`src/rtl/register_file.sv`:
```
// register_file: 2**ADDR x N general-purpose register file with one
// synchronous write port and two combinational read ports.
// Register 0 is hardwired to zero; writes to it are dropped.
// All stored registers clear asynchronously while reset is high.
// Optional feature macro: REGISTER_FILE_WRITE_BYPASS_EN. When it is defined,
// a read port whose address matches the pending write shows the write data
// before the clock edge. Reset and address 0 are excluded from forwarding.
module register_file #(
  parameter int N    = 32,
  parameter int ADDR = 5
) (
  input  logic            clk,
  input  logic            reset,
  input  logic            Reg_Write_i,
  input  logic [ADDR-1:0] Write_Register_i,
  input  logic [N-1:0]    Write_Data_i,
  input  logic [ADDR-1:0] Read_Register_1_i,
  input  logic [ADDR-1:0] Read_Register_2_i,
  output logic [N-1:0]    Read_Data_1_o,
  output logic [N-1:0]    Read_Data_2_o
);

  localparam int DEPTH = 2 ** ADDR;

  // Flattened view of every register, including the constant zero at index 0.
  // Each element has exactly one driver: either a constant or one generate slot.
  logic [DEPTH-1:0][N-1:0] regs;

  // Address decode shared by all slots.
  // Reset blocks writes even though the stored flops are already clearing.
  logic write_ok;
  assign write_ok = Reg_Write_i && !reset;

  // Register 0 never holds state.
  assign regs[0] = '0;

  genvar gi;
  generate
    for (gi = 1; gi < DEPTH; gi++) begin : g_reg
      logic [N-1:0] q;
      logic         hit;

      assign hit = write_ok && (Write_Register_i == ADDR'(gi));

      // Storage slot: asynchronous clear, load on an addressed write.
      always_ff @(posedge clk or posedge reset) begin
        if (reset) begin
          q <= '0;
        end else if (hit) begin
          q <= Write_Data_i;
        end
      end

      assign regs[gi] = q;
    end
  endgenerate

  // Raw array lookups for each read port.
  // Stored registers are zero during reset, so these also read zero then.
  logic [N-1:0] array_data_1;
  logic [N-1:0] array_data_2;
  assign array_data_1 = regs[Read_Register_1_i];
  assign array_data_2 = regs[Read_Register_2_i];

`ifdef REGISTER_FILE_WRITE_BYPASS_EN
  // Forward the pending write to a matching read port.
  // Address 0 is excluded so that it stays hardwired to zero.
  // The reset term is folded into write_ok, so forwarding is also off during reset.
  logic fwd_valid;
  logic fwd_1;
  logic fwd_2;
  assign fwd_valid = write_ok && (Write_Register_i != '0);
  assign fwd_1     = fwd_valid && (Write_Register_i == Read_Register_1_i);
  assign fwd_2     = fwd_valid && (Write_Register_i == Read_Register_2_i);

  // Read mux: the forwarded data takes precedence over the stored contents.
  always_comb begin
    Read_Data_1_o = fwd_1 ? Write_Data_i : array_data_1;
    Read_Data_2_o = fwd_2 ? Write_Data_i : array_data_2;
  end
`else
  // Read mux: stored contents only.
  // A same-cycle write becomes visible after the clock edge.
  always_comb begin
    Read_Data_1_o = array_data_1;
    Read_Data_2_o = array_data_2;
  end
`endif

endmodule

```
`config.mk`:
```
export PLATFORM = sky130hd
export DESIGN_NAME = register_file
export DESIGN_NICKNAME = d
export VERILOG_FILES = /design/src/rtl/register_file.sv
export SDC_FILE = /design/constraint.sdc
export NUM_CORES = 2
export LEC_CHECK = 0
export ABC_AREA = 1
export CAP_MARGIN = 0
export CORE_ASPECT_RATIO = 2
export CORE_MARGIN = 1.5
export CORE_UTILIZATION = 55
export DETAILED_ROUTE_END_ITERATION = 8
export PLACE_DENSITY = 0.71
export SLEW_MARGIN = 10
export SYNTH_ARGS = -nofsm -noshare
export SYNTH_HDL_FRONTEND = slang
export SYNTH_SLANG_ARGS = --single-unit
```
`constraint.sdc`:
```
create_clock -name clk -period 36.5 [get_ports clk]
set_input_delay 5.475 -clock clk [delete_from_list [all_inputs] [get_ports clk]]
set_output_delay 5.475 -clock clk [all_outputs]
set_load 0.01 [all_outputs]
```
==> impl_metrics.yaml <==
setup_path:
  timing.critical_path.slowest_stage_cell: "sky130_fd_sc_hd__nor2_4"
  setup.worst_path.end_class: "output port"
  timing.critical_path.buf_inv: 4
  critPathKind: "primary input to output port"
  critical_path.top_delay_family: "buffers and inverters"
  timing.critical_path.cells: "buf_8, buf_4, nor2_4, buf_4, a21oi_1, nand3_1, nand3_1, nand3_1, nand2_1, clkdlybuf4s50_1"
  critical_path.max_stage_delay_ns: 0.97
  worst-endpoint-arrival_ns: 9.57
  kind_of_start_point_of_the_critical_path: "primary input"
  cpMostUsedCell: "sky130_fd_sc_hd__nand3_1"
  worstPathRequired_ns: 31.02
  critical_path_fanout_max: 88
clock_tree:
  htreeDepth: 3
  tritoncts: "done"
  clk_pin_slew_worst_paths_ns: 0.06
  ctsLongestPathBuffers: 3
  clk-insertion-delay-late_ns: 0.72
  root_buffer: "sky130_fd_sc_hd__clkbuf_16"
  cts-hold-fix-buffers: 0
  clock_sinks: 992
  post_cts_buffers: 0
  cts-buffers-inserted: 90
  ctsResizeCount: 0
finish:
  finish.net_count: 7932
  final.fill_count: 9669
  finalInstanceArea_mm2: 0.0599
  largest_register_ffs: 992
  flow.area_growth_from_synthesis_pct: 6.50
  largest_registers: "g.q: 992 flops"
  fin_cells: 9289
  max_flop_register: "g.q"
  layout-drive-gt1-share_pct: 3.26
timing:
  slew_headroom_pct: 19.5
  total_neg_setup_slack_ns: 0
  timing.final.crit_period_ns: 15.05
  fin_crit_sh_pct: 41.2
  finalHoldViolations: 0
  worst_hold_slack_ns: 0.484
  finClkSkew_ns: 0
  actual_transition_at_the_worst_max_transition_pin_ns: 1.21
  postLayoutSetupSlackWorst_ns: 21.45
  grt_setup_unrepaired: "false"
  timing.fmax_mhz: 66.5
  finalSetupViolCount: 0
  maxSlewViolCount: 0
detailed_routing:
  totalWireLength_um: 214000
  routed_wire_length_per_instance_um: 23.0
  vias: 57400
  avg_vias_per_cell: 6.18
  drt.antenna.violating_nets: 0
  drt_pass1_iterations: 9
  initialDrtViolationCount: 7235
  post_detailed_route_drc_marker_count: 0
power:
  power_density_mw_per_mm2: 48.4
  p_leak_nw: 29.1
  vdd_drop_max_v: 0.0000394
yosys:
  synth_seq_area_share_pct: 44.1
  synthDominantCellAreaShare_pct: 44.1
  yosys.cell_types.count: 21
  yosys-top-cells-area: "sky130_fd_sc_hd__dfrtp_1 44%, sky130_fd_sc_hd__nand2_1 20%, sky130_fd_sc_hd__nand3_1 14%, sky130_fd_sc_hd__o21ai_0 7.4%, sky130_fd_sc_hd__inv_1 4.8%"
  synth_nets: 8369
  synth_warnings: 0
  number_of_instances_in_the_synthesized_netlist: 8319
  synth_area_leader_cell: "sky130_fd_sc_hd__dfrtp_1"
  syn-cell-area_mm2: 0.0563
  ys_ff_latch: 992
  post_synth.cell_area_avg_um2: 6.76
grt:
  grt-ovfl-total: 0
  grt_pass1_vias: 54300
  grt_first_pass_wirelength_um: 323000
  grtUsageTotal_pct: 40.6
  initial_antenna_violation_count: 5
  grt_max_degree: 202
placement:
  port_buffers: 113
  routabilityCongestion: 0.860
  postPlaceCellArea_mm2: 0.0569
  dp.cells: 9126
  post-place-ws_ns: 21.73
  hpwlAfterDp_um: 107000
job:
  total_of_max_cap_violations: 0
die:
  number_of_placement_rows: 165
  effective_utilization_at_floorplan_pct: 55.6
  floorplan.die_area_mm2: 0.104
  placeableCoreArea_mm2: 0.101
  number_of_top_level_pins: 114
  floorplan.die.height_um: 455
  fp.dieW_um: 229
hold_path:
  tightest_hold_check_type: "flop to flop"
outcome:
  status: "complete, no violations"
-- layout make-up --
type,instances,area [um2],share of cell area [%]
multi-input combinational,5911,26000,43.3
sequential,992,24800,41.4
inverter,722,2760,4.61
clock buffer,133,2700,4.51
timing repair buffer,165,1680,2.80
tap,1336,1670,2.79
clock inverter,28,305,0.510
antenna,2,5.00,0.00835
-- worst reg2reg max path, stage by stage (launching register included) --
cell,delay [ns]
sky130_fd_sc_hd__dfrtp_1,0.44
sky130_fd_sc_hd__nand2_1,0.09
sky130_fd_sc_hd__o21ai_0,0.11
-- synth_stat cells --
master                     number
sky130_fd_sc_hd__inv_1        712
sky130_fd_sc_hd__buf_4         21
sky130_fd_sc_hd__nor2_1       166
sky130_fd_sc_hd__dfrtp_1      992
sky130_fd_sc_hd__buf_6          4
sky130_fd_sc_hd__a21oi_1      256
sky130_fd_sc_hd__nand4_1        1
sky130_fd_sc_hd__inv_4          1
sky130_fd_sc_hd__nand2_1     2927
sky130_fd_sc_hd__nor2_4         1
sky130_fd_sc_hd__nand3_1     1538
sky130_fd_sc_hd__o21ai_0      833
sky130_fd_sc_hd__nand3_2        1
sky130_fd_sc_hd__nor2_2        10
sky130_fd_sc_hd__inv_2          9
sky130_fd_sc_hd__buf_1         58
sky130_fd_sc_hd__buf_2        190
sky130_fd_sc_hd__clkbuf_1     421
sky130_fd_sc_hd__o21ai_1      159
sky130_fd_sc_hd__nand2_2       18
sky130_fd_sc_hd__or2_1          1
-- layer usage --
layer	share of wire [%]	track usage, %
met4	8.4	30.9
met5	0.011	0
met2	45	65.7
met3	11	7.32
met1	35	48.1
-- per-stage QoR --
stage	util, %	total power [mW]
floorplan	-	1.73
global placement	56.2	1.88
detailed placement	56.2	1.90
CTS	59.2	2.89
global route	59.2	3.03
finish	59.2	2.90
-- path summary, 6_finish.rpt --
path                                      startpoint                end  slack, ns  cells past startpoint
worst max-delay path            Read_Register_1_i[0]  Read_Data_1_o[26]      21.45                     10
worst min-delay path                  g_reg[21].q[0]     g_reg[21].q[0]       0.48                      2
worst max register to register       g_reg[28].q[28]    g_reg[28].q[28]      35.70                      2
worst min register to register        g_reg[21].q[0]     g_reg[21].q[0]       0.48                      2
max in group asynchronous                      reset     g_reg[26].q[5]      28.32                      5
min in group asynchronous                      reset    g_reg[17].q[31]       5.28                      2
-- where the power goes --
group | leakage, nW | switching (mW) | internal [mW]
logic | 14.3 | 0.374 | 0.185
registers | 13.2 | 0.0921 | 1.24
clock network | 1.48 | 0.449 | 0.554
-- cell families (layout without fill, tap and decap cells) --
logic type / count (synthesis) / count (layout) / synth area share, %
other: 0 / 2 / 0
AND/OR/NAND/NOR: 4663 / 4663 / 34.7
flip-flops: 992 / 992 / 44.1
buffers and inverters: 1416 / 1048 / 10.1
AO/OA/AOI/OAI: 1248 / 1248 / 11.1
-- layout by cell type, fill, tap and decap left out, types with 17 or more instances in the layout --
cell	synthesis	routed
sky130_fd_sc_hd__a21oi_1	256	256
sky130_fd_sc_hd__buf_4	21	42
sky130_fd_sc_hd__clkbuf_1	421	20
sky130_fd_sc_hd__clkbuf_16	0	95
sky130_fd_sc_hd__clkbuf_8	0	18
sky130_fd_sc_hd__clkdlybuf4s50_1	0	103
sky130_fd_sc_hd__clkinv_2	0	17
sky130_fd_sc_hd__dfrtp_1	992	992
sky130_fd_sc_hd__inv_1	712	707
sky130_fd_sc_hd__nand2_1	2927	2917
sky130_fd_sc_hd__nand2_4	0	28
sky130_fd_sc_hd__nand3_1	1538	1537
sky130_fd_sc_hd__nor2_1	166	166
sky130_fd_sc_hd__o21ai_0	833	833
sky130_fd_sc_hd__o21ai_1	159	159
Power figures use the tool's default switching activity.
